[src/rtl/operand_transmitter_pkg.sv]
// Shared types for the operand transmitter: operand/instruction types, target
// descriptor, queue entry, FSM state encoding and the reserved-slot constant.
package operand_transmitter_pkg;

  typedef logic [31:0] operand_t;
  typedef logic [7:0]  instr_num_t;

  localparam logic [1:0] SLOT_RESERVED = 2'd3;

  typedef struct packed {
    logic       valid;
    instr_num_t instr;
    logic [1:0] slot;
  } tx_target_t;

  typedef struct packed {
    operand_t             value;
    tx_target_t [1:0]     targets;
  } tx_entry_t;

  typedef enum logic [1:0] {
    IDLE = 2'd0,
    SEND = 2'd1,
    GAP  = 2'd2
  } tx_state_e;

  function automatic logic sendable(input tx_target_t t);
    return t.valid && (t.slot != SLOT_RESERVED);
  endfunction

endpackage

[src/rtl/operand_tx_fifo.sv]
// Synchronous result queue with wrap-around pointers carrying an extra bit to
// tell full from empty; also exposes the entry behind the head for look-ahead.
module operand_tx_fifo
  import operand_transmitter_pkg::*;
#(
  parameter int DEPTH = 4
) (
  input  logic      clk,
  input  logic      rst,
  input  logic      flush,
  input  logic      push,
  input  tx_entry_t push_data,
  input  logic      pop,
  output tx_entry_t head,
  output tx_entry_t head_next,
  output logic      has_next,
  output logic      full,
  output logic      empty
);

  localparam int AW = $clog2(DEPTH);
  localparam int PW = AW + 1;

  tx_entry_t       mem_q [DEPTH];
  logic [PW-1:0]   wr_q, wr_d, rd_q, rd_d, count;
  logic [AW-1:0]   rd_addr_next;
  logic            do_push, do_pop;

  always_comb begin
    count        = wr_q - rd_q;
    empty        = (count == '0);
    full         = (count == PW'(DEPTH));
    has_next     = (count > PW'(1));
    do_push      = push && !full && !flush;
    do_pop       = pop && !empty && !flush;
    wr_d         = do_push ? wr_q + PW'(1) : wr_q;
    rd_d         = do_pop ? rd_q + PW'(1) : rd_q;
    if (flush) begin
      wr_d = '0;
      rd_d = '0;
    end
    rd_addr_next = rd_q[AW-1:0] + AW'(1);
    head         = mem_q[rd_q[AW-1:0]];
    head_next    = mem_q[rd_addr_next];
  end

  always_ff @(posedge clk) begin
    if (rst) begin
      wr_q <= '0;
      rd_q <= '0;
    end else begin
      wr_q <= wr_d;
      rd_q <= rd_d;
    end
  end

  always_ff @(posedge clk) begin
    if (do_push && !rst) mem_q[wr_q[AW-1:0]] <= push_data;
  end

endmodule

[src/rtl/operand_transmitter.sv]
// Queues ALU results and delivers each sendable target to the network with a
// req/ack handshake. Define OPERAND_TX_TIMEOUT_EN to abandon unacked sends.
module operand_transmitter
  import operand_transmitter_pkg::*;
#(
  parameter int DEPTH          = 4,
  parameter int TIMEOUT_CYCLES = 16
) (
  input  logic             clk,
  input  logic             rst,
  input  logic             result_valid,
  output logic             result_ready,
  input  operand_t         result_value,
  input  tx_target_t [1:0] result_targets,
  input  logic             flush,
  output logic             req_out,
  output operand_t         operand_out,
  output instr_num_t       dest_instr_out,
  output logic [1:0]       dest_slot_out,
  input  logic             ack_in,
  output logic             busy,
  output logic             timeout_err,
  output tx_state_e        state_dbg
);

  if (DEPTH < 2 || (DEPTH & (DEPTH - 1)) != 0) begin : g_bad_depth
    $error("operand_transmitter: DEPTH must be a power of 2 and at least 2");
  end
  if (TIMEOUT_CYCLES < 1) begin : g_bad_timeout
    $error("operand_transmitter: TIMEOUT_CYCLES must be at least 1");
  end

  // Handshake: a transfer completes on the first clock edge that samples
  // ack_in=1 while req_out=1; the output fields stay frozen until then.
  tx_state_e  state_q, state_d;
  logic       idx_q, idx_d;
  logic       req_q, req_d;
  operand_t   operand_q, operand_d;
  instr_num_t dest_instr_q, dest_instr_d;
  logic [1:0] dest_slot_q, dest_slot_d;

  tx_entry_t  head, head_next, push_data, launch_entry;
  logic       has_next, full, empty, push, pop;
  logic       launch, launch_idx, send_done;

`ifdef OPERAND_TX_TIMEOUT_EN
  localparam int TMO_W = $clog2(TIMEOUT_CYCLES + 1);
  logic [TMO_W-1:0] tmo_cnt_q, tmo_cnt_d;
  logic             tmo_err_q, tmo_err_d;
`endif

  assign result_ready = !full;
  assign push         = result_valid && !full && !flush;
  assign push_data    = '{value: result_value, targets: result_targets};

  operand_tx_fifo #(.DEPTH(DEPTH)) u_fifo (
    .clk       (clk),
    .rst       (rst),
    .flush     (flush),
    .push      (push),
    .push_data (push_data),
    .pop       (pop),
    .head      (head),
    .head_next (head_next),
    .has_next  (has_next),
    .full      (full),
    .empty     (empty)
  );

  always_comb begin
    state_d      = state_q;
    idx_d        = idx_q;
    req_d        = req_q;
    operand_d    = operand_q;
    dest_instr_d = dest_instr_q;
    dest_slot_d  = dest_slot_q;
    pop          = 1'b0;
    launch       = 1'b0;
    launch_idx   = 1'b0;
    launch_entry = head;
    send_done    = ack_in;
`ifdef OPERAND_TX_TIMEOUT_EN
    tmo_cnt_d    = tmo_cnt_q;
    tmo_err_d    = 1'b0;
`endif
    case (state_q)
      IDLE: begin
        if (!empty) begin
          if (sendable(head.targets[0]) || sendable(head.targets[1])) begin
            launch     = 1'b1;
            launch_idx = !sendable(head.targets[0]);
          end else begin
            pop = 1'b1;
          end
        end
      end
      SEND: begin
`ifdef OPERAND_TX_TIMEOUT_EN
        tmo_cnt_d = tmo_cnt_q + TMO_W'(1);
        if (!ack_in && tmo_cnt_q == TMO_W'(TIMEOUT_CYCLES - 1)) begin
          tmo_err_d = 1'b1;
          send_done = 1'b1;
        end
`endif
        if (send_done) begin
          state_d = GAP;
          req_d   = 1'b0;
        end
      end
      GAP: begin
        if (!idx_q && sendable(head.targets[1])) begin
          launch     = 1'b1;
          launch_idx = 1'b1;
        end else begin
          // Retire the head and look straight through to the following entry.
          pop = 1'b1;
          if (has_next && (sendable(head_next.targets[0]) || sendable(head_next.targets[1]))) begin
            launch       = 1'b1;
            launch_entry = head_next;
            launch_idx   = !sendable(head_next.targets[0]);
          end else begin
            state_d = IDLE;
          end
        end
      end
      default: state_d = IDLE;
    endcase

    if (launch) begin
      state_d      = SEND;
      idx_d        = launch_idx;
      req_d        = 1'b1;
      operand_d    = launch_entry.value;
      dest_instr_d = launch_entry.targets[launch_idx].instr;
      dest_slot_d  = launch_entry.targets[launch_idx].slot;
`ifdef OPERAND_TX_TIMEOUT_EN
      tmo_cnt_d    = '0;
`endif
    end

    if (flush) begin
      state_d = IDLE;
      idx_d   = 1'b0;
      req_d   = 1'b0;
      pop     = 1'b0;
`ifdef OPERAND_TX_TIMEOUT_EN
      tmo_cnt_d = '0;
      tmo_err_d = 1'b0;
`endif
    end
  end

  always_ff @(posedge clk) begin
    if (rst) begin
      state_q      <= IDLE;
      idx_q        <= 1'b0;
      req_q        <= 1'b0;
      operand_q    <= '0;
      dest_instr_q <= '0;
      dest_slot_q  <= '0;
`ifdef OPERAND_TX_TIMEOUT_EN
      tmo_cnt_q    <= '0;
      tmo_err_q    <= 1'b0;
`endif
    end else begin
      state_q      <= state_d;
      idx_q        <= idx_d;
      req_q        <= req_d;
      operand_q    <= operand_d;
      dest_instr_q <= dest_instr_d;
      dest_slot_q  <= dest_slot_d;
`ifdef OPERAND_TX_TIMEOUT_EN
      tmo_cnt_q    <= tmo_cnt_d;
      tmo_err_q    <= tmo_err_d;
`endif
    end
  end

  assign req_out        = req_q;
  assign operand_out    = operand_q;
  assign dest_instr_out = dest_instr_q;
  assign dest_slot_out  = dest_slot_q;
  assign busy           = !empty || (state_q != IDLE);
  assign state_dbg      = state_q;
`ifdef OPERAND_TX_TIMEOUT_EN
  assign timeout_err    = tmo_err_q;
`else
  assign timeout_err    = 1'b0;
`endif

endmodule

[config.mk]
export PLATFORM = sky130hd
export DESIGN_NAME = operand_transmitter
export DESIGN_NICKNAME = d
export VERILOG_FILES = /design/src/rtl/operand_transmitter_pkg.sv /design/src/rtl/operand_tx_fifo.sv /design/src/rtl/operand_transmitter.sv
export SDC_FILE = /design/constraint.sdc
export NUM_CORES = 1
export LEC_CHECK = 0
export BUFFER_PORTS_ARGS = -buffer_cell sky130_fd_sc_hd__buf_4
export CORE_ASPECT_RATIO = 0.75
export CORE_MARGIN = 1
export CORE_UTILIZATION = 55
export CTS_CLUSTER_SIZE = 25
export DETAILED_ROUTE_END_ITERATION = 10
export GPL_TIMING_DRIVEN = 0
export HOLD_SLACK_MARGIN = 0.05
export PLACE_DENSITY_LB_ADDON = 0.3
export SYNTH_ARGS = -nofsm -noshare
export SYNTH_HDL_FRONTEND = slang
export SYNTH_SLANG_ARGS = --single-unit
[constraint.sdc]
create_clock -name clk -period 3.9 [get_ports clk]
set_input_delay 0.195 -clock clk [delete_from_list [all_inputs] [get_ports clk]]
set_output_delay 0.195 -clock clk [all_outputs]
set_load 0.02 [all_outputs]
==> run metrics, run 1 <==
vias in the first global route approximately 7200; worst-margin pin slew between 0.9 and 1 ns; Worst Path Required roughly 4.3 ns; largest net degree at the start of global routing 55; core area between 20000 and 25000 um2; Post-synth EDFFs approximately 220; async set-reset flop share out of synthesis 0%; die width around 170 um; Worst Hold Class input pin to flip-flop; vias per inst 6.10; Ports 107; biggest area consumer among synthesized cells edfxtp_1; DR iter-0 viols ~580; status finished clean; clock transition at the registers of the reported paths 0.07 ns; worst r2r src u_fifo.rd_q[1]; Crit Path Class flip-flop to flip-flop; Via Count 6944; Syn. warnings 0; routed len/inst ~23 um; nets@finish 895; setup_tns 0 ns; post-cts sizing count 0; Pwr Density between 400 and 500 nW/um2; CTS buffer count 27; post-layout min period 3.50 ns; Tcrit/Tclk final about nine tenths; full die area approximately 22000 um2; final estimated routing congestion in global placement between 0.8 and 0.9; prevailing post-synth register cell edfxtp_1; Max Transition Viols Final 0; synthesized area about 12000 um2; Seq cells post-synth 270; last element of the critical path operand_out[14]; maximum fanout along the worst path 10; initial core utilization between 50% and 60%; first-pass GRT wire length just under 40000 um; CTS tree built; layout cells sized above 1 between 30 and 40%; Netlist cell types 41; Seq/Total Area, Yosys a little under two thirds; Cells after Synth approximately 640; Root Driver clkbuf_16; leak pwr 5.00 nW; r2r setup slk about 0.40 ns; Max clock buf depth 3; top cell type's share of synthesized area between 50% and 60%; grt ovf 0; Setup Buffers After CTS 0; R2R cell count 9; CP endpoint kind flip-flop; capturing point of the worst reg2reg path operand_out[14]; most frequent cell after synthesis edfxtp_1; cell row count 46; Final Hold Viols 0; top cells by area, synth edfxtp_1, mux4_2, dfxtp_1; fill count 1433; Hold Slack 0.266 ns; Slew HR between 30% and 40%; HPWL Detailed 16300 um; worst setup path startpoint u_fifo.rd_q[1]; unrepaired setup endpoints after global routing no; CP arrival about 3.9 ns; maxcap violations 0; Area growth syn-to-layout 21.9%; Sink Count 270; GRT Util Overall approximately a quarter; DRC 0; H-tree depth 1; Syn Area/Cell between 15 and 20 um2; Synth Net Count 705; die height 129 um; ANT nets after route 0; Setup Viol. Count Final 0; 1st-pass router iterations 5; synth cell count leaders edfxtp_1, mux4_2, nor2_1; initial antenna violation count 1; clk_lat worst skew ~0.54 ns; worst vdd ir 0.000385 V; Startpoint Class flip-flop; drt total wl 25900 um; Max Fclk roughly 0.29 GHz; IO Port Bufs approximately 100; clock skew 0.0251 ns
==> area by class of cell <==
cell class | count | area, um2 | share of cell area [%]
Sequential cell | 270 | 7570 | 52.3
Clock buffer | 36 | 719 | 4.97
Antenna cell | 1 | 2.50 | 0.0173
Tap cell | 288 | 360 | 2.49
Inverter | 4 | 15.0 | 0.104
Clock inverter | 14 | 154 | 1.06
Multi-Input combinational cell | 318 | 4050 | 28.0
Timing Repair Buffer | 161 | 1350 | 9.33
Buffer | 47 | 258 | 1.78
==> worst min-delay path by stage <==
| stage | from | to | slack, ns | cells past startpoint |
|---|---|---|---|---|
| global route | rst | dest_instr_out[6] | 0.29 | 2 |
| detailed placement | result_value[17] | u_fifo.mem_q[3][39] | 0.40 | 1 |
| finish | rst | dest_instr_out[6] | 0.27 | 2 |
| global placement | result_value[25] | u_fifo.mem_q[0][47] | 0.39 | 1 |
| CTS | rst | dest_instr_out[6] | 0.26 | 2 |
| floorplan | result_targets[0] | u_fifo.mem_q[0][0] | 0.29 | 0 |
==> state kept, by name (all words and copies together) (netlist names), named ones only <==
signal	cells
u_fifo.wr_q	3
dest_slot_out	2
state_dbg	2
req_out	1
operand_out	32
idx_q	1
dest_instr_out	8
u_fifo.mem_q	216
u_fifo.rd_q	3
==> routing by layer <==
layer	global-route usage [%]	vias up	part of all wire (%)
li1	-	3031	-
met4	5.21	0	1.8
met5	0	-	0
met3	4.28	39	6.5
met2	40.3	267	49
met1	33.2	3607	42
==> critical path, stage by stage, from the launching register on <==
cell	delay, ns
dfxtp_1	0.37
ha_1	0.29
buf_2	0.32
mux4_2	0.59
a21boi_1	0.32
o21ai_1	0.13
o221ai_1	0.25
buf_2	0.41
clkbuf_1	0.49
a211oi_1	0.18
==> cells by family (layout without fill, tap and decap cells) <==
group                      count (synthesis)  after routing  share of synthesized area, %
AOI/OAI and AO/OA                         69             69                          5.33
xor gates and xnor gates                   4              4                         0.421
adders and majority gates                  7              7                         0.800
buffers and inverters                     51            262                          2.30
DFF                                      270            270                          63.7
muxes                                    154            154                          24.4
other                                      1              2                        0.0316
and+or+nand+nor                           83             83                          3.08
==> what timing repair did <==
action                                 in CTS  in global routing
setup endpoints to repair                   0                  0
hold buffers                               57                  0
endpoints found under the hold margin     221                  0
==> per-stage QoR <==
stage | power (mW) | cells | setup slack [ns] | util [%] | instance area [um2]
after floorplan | 3.51 | 639 | 0.396 | - | 11900
after global placement | 3.69 | 1031 | -0.698 | 61.5 | 13000
after detailed placement | 3.71 | 1031 | 0.449 | 61.5 | 13000
after CTS | 6.29 | 1138 | 0.416 | 68.4 | 14500
after global routing | 6.44 | 1139 | 0.197 | 68.4 | 14500
final | 6.27 | 1139 | 0.396 | 68.4 | 14500
==> cell usage in the layout (no fill, tap or decap), types with 3 or more instances in the layout <==
cell type,netlist,final
edfxtp_1,216,216
a2111oi_2,10,10
buf_6,4,4
buf_4,7,111
o21ai_0,3,3
nand3b_1,3,3
a211oi_1,40,40
clkinv_1,0,3
inv_1,4,4
mux2i_1,44,44
bufinv_16,0,3
mux4_2,108,108
dlygate4sd3_1,0,57
ha_1,6,6
nand2_1,4,4
nor2_1,58,58
clkbuf_16,0,27
nor2b_1,8,8
a21oi_1,3,3
buf_2,7,7
clkinv_2,0,4
buf_1,5,5
dfxtp_1,54,54
and2_4,0,4
clkbuf_1,23,31
==> report_power, final <==
part	internal, mW	switching [mW]
Sequential	3.18	0.0415
Combinational	0.227	0.252
Clock	1.50	1.07
Note: power is estimated with default switching activity, not from simulation.
==> run 2: changes to the inputs <==
CORE_UTILIZATION = 54   (was 55)
clock period = 3.11 ns   (was 3.9 ns; I/O delays follow)
==> run 2 against run 1 <==
Net effect:
- final cell count did not move
- die area is 1.8% higher
- count of clock-buffer cells in the layout grew 2
- non-clock buffer count unchanged
- critical path depth shrank 1
- register-to-register slack worse by 0.28 ns
- power rose by 24%
- design area about the same
- clock power up 21%
- sequential power rose by 25%
- worst setup slack got worse by 0.28 ns
- critical path type unchanged
- largest power group unchanged
- highest routed layer unchanged
==> run metrics, run 2 (synthesis gave the netlist of run 1 again) <==
final estimated routing congestion in global placement approximately 0.76; nets@finish between 800 and 900; Sw Share between 20 and 25%; worst-margin pin slew 0.946 ns; leak pwr between 5 and 6 nW; clk_lat worst skew between 0.5 and 0.6 ns; clock transition at the registers of the reported paths ~0.06 ns; max reg flops 216; HPWL Detailed between 15000 and 20000 um; fill count approximately 1400; logic gate share of total power 7.8%; die width around 170 um; Slew HR a little under two fifths; DRC 0; Max Transition Viols Final 0; die height 130 um; sequential power share between 50% and 60%; Crit Path Class flip-flop to flip-flop; vias per inst 6.11; Worst Path Required roughly 3.3 ns; full die area approximately 23000 um2; Max clock buf depth 3; layout cells sized above 1 35.6%; Non-Filler Instances approximately 1100; maximum fanout along the worst path 54; grt ovf 0; Hold Slack around 0.12 ns; Sink Count 270; Area growth syn-to-layout 21.9%; Largest stage delay, worst path around 0.77 ns; cell row count 46; commonest non-fill, non-tap cell in the layout edfxtp_1; IO Port Bufs roughly 100; 1st-pass router iterations 5; Placed Cells slightly above 1000; largest net degree at the start of global routing 55; Via Count 6955; routed len/inst 23.1 um; slowest cell on the critical path and2_4; ANT nets after route 0; drt total wl between 20000 and 30000 um; H-tree depth 1; Clock Power Share 40.2%; maxcap violations 0; worst vdd ir approximately 0.00042 V; Net Switching 1.68 mW; first-pass GRT wire length 40500 um; Cell Chain, Critical Path inv_1 -> ha_1 -> fa_1 -> xor3_1 -> nand3_1 -> nand2_2 -> nor2_4 -> and2_4; clock skew 0.0210 ns; vias in the first global route 7319; commonest non-fill, non-tap cells in the layout edfxtp_1, buf_4, mux4_2; DR iter-0 viols about 650; CP endpoint kind flip-flop; CTS buffer count 27; GRT Util Overall about a quarter; Ports about 110; core area roughly 21000 um2; Max Fclk approximately 0.33 GHz; Pwr Density ~540 nW/um2; Tcrit/Tclk final 96.2%; post-layout min period roughly 3 ns; CTS tree built; Setup Viol. Count Final 0; CP arrival approximately 3.1 ns; Final Hold Viols 0; initial antenna violation count 1; Pint 6.09 mW; status finished clean; Setup Buffers After CTS 0; initial core utilization between 50% and 60%; Startpoint Class flip-flop; Root Driver clkbuf_16; Worst Hold Class input pin to flip-flop
## run 2: cell count changes in the layout (fill, tap and decap cells not counted), sizes merged
cell	delta
buf	-5
clkinv	+1
bufinv	-1
clkbuf	+7
clkinvlp	-2
## run 2: per-stage QoR
stage / util, % / cell area (um2) / setup TNS (ns) / worst slack, ns / power, mW
after floorplan: - / 11900 / 0 / 0.192 / 4.40
after global placement: 61.0 / 13000 / -78.20 / -0.355 / 4.63
after detailed placement: 61.0 / 13000 / -6.43 / -0.291 / 4.65
after CTS: 67.7 / 14500 / 0 / 0.00288 / 7.80
after global routing: 67.9 / 14500 / -0.926 / -0.0201 / 7.98
final: 67.9 / 14500 / 0 / 0.118 / 7.76
## run 2: repair_timing
item	4_1_cts	5_1_grt
hold endpoints to repair	223	0
resized for setup	8	11
hold buffers	57	0
pin swaps	0	3
endpoints found under the setup margin	53	257
## run 2: metal layers
metal	wire length (um)	GRT usage (%)
met5	0	0
met3	1600	3.62
met2	13200	41.6
met4	512	6.25
met1	11000	31.5
## run 2: final timing paths
kind         slack, ns                   to           start  cells past startpoint
max               0.12  u_fifo.mem_q[3][14]  u_fifo.wr_q[0]                      8
min               0.12     dest_slot_out[1]             rst                      2
max reg2reg       0.12  u_fifo.mem_q[3][14]  u_fifo.wr_q[0]                      8
min reg2reg       0.50       operand_out[6]  operand_out[6]                      2
## run 2: power groups by stage
stage | combinational (mW) | sequential, mW | clock [mW]
6_report | 0.606 | 4.04 | 3.12
2_1_floorplan | 0.236 | 4.16 | 0
3_3_place_gp | 0.521 | 4.11 | 0
5_1_grt | 0.649 | 4.04 | 3.29
3_5_place_dp | 0.542 | 4.11 | 0
4_1_cts | 0.605 | 4.04 | 3.16
## run 2: layout make-up
cell class	instances	area, um2	area share [%]
multi-input cells	318	4070	28.1
diodes	1	2.50	0.0173
well taps	288	360	2.49
plain buffers	47	275	1.90
inverters	4	15.0	0.104
clock inverters	12	109	0.751
clock buffers	38	737	5.09
repair buffers	161	1350	9.32
flip-flops and latches	270	7570	52.2
## run 2: worst max-delay path, delay by kind of cell (launching register included)
family / cells / cell delay, ns
and+or+nand+nor: 4 / 1.23
adders and majority gates: 2 / 0.59
DFF: 1 / 0.37
xor gates and xnor gates: 1 / 0.26
buffers and inverters: 1 / 0.12
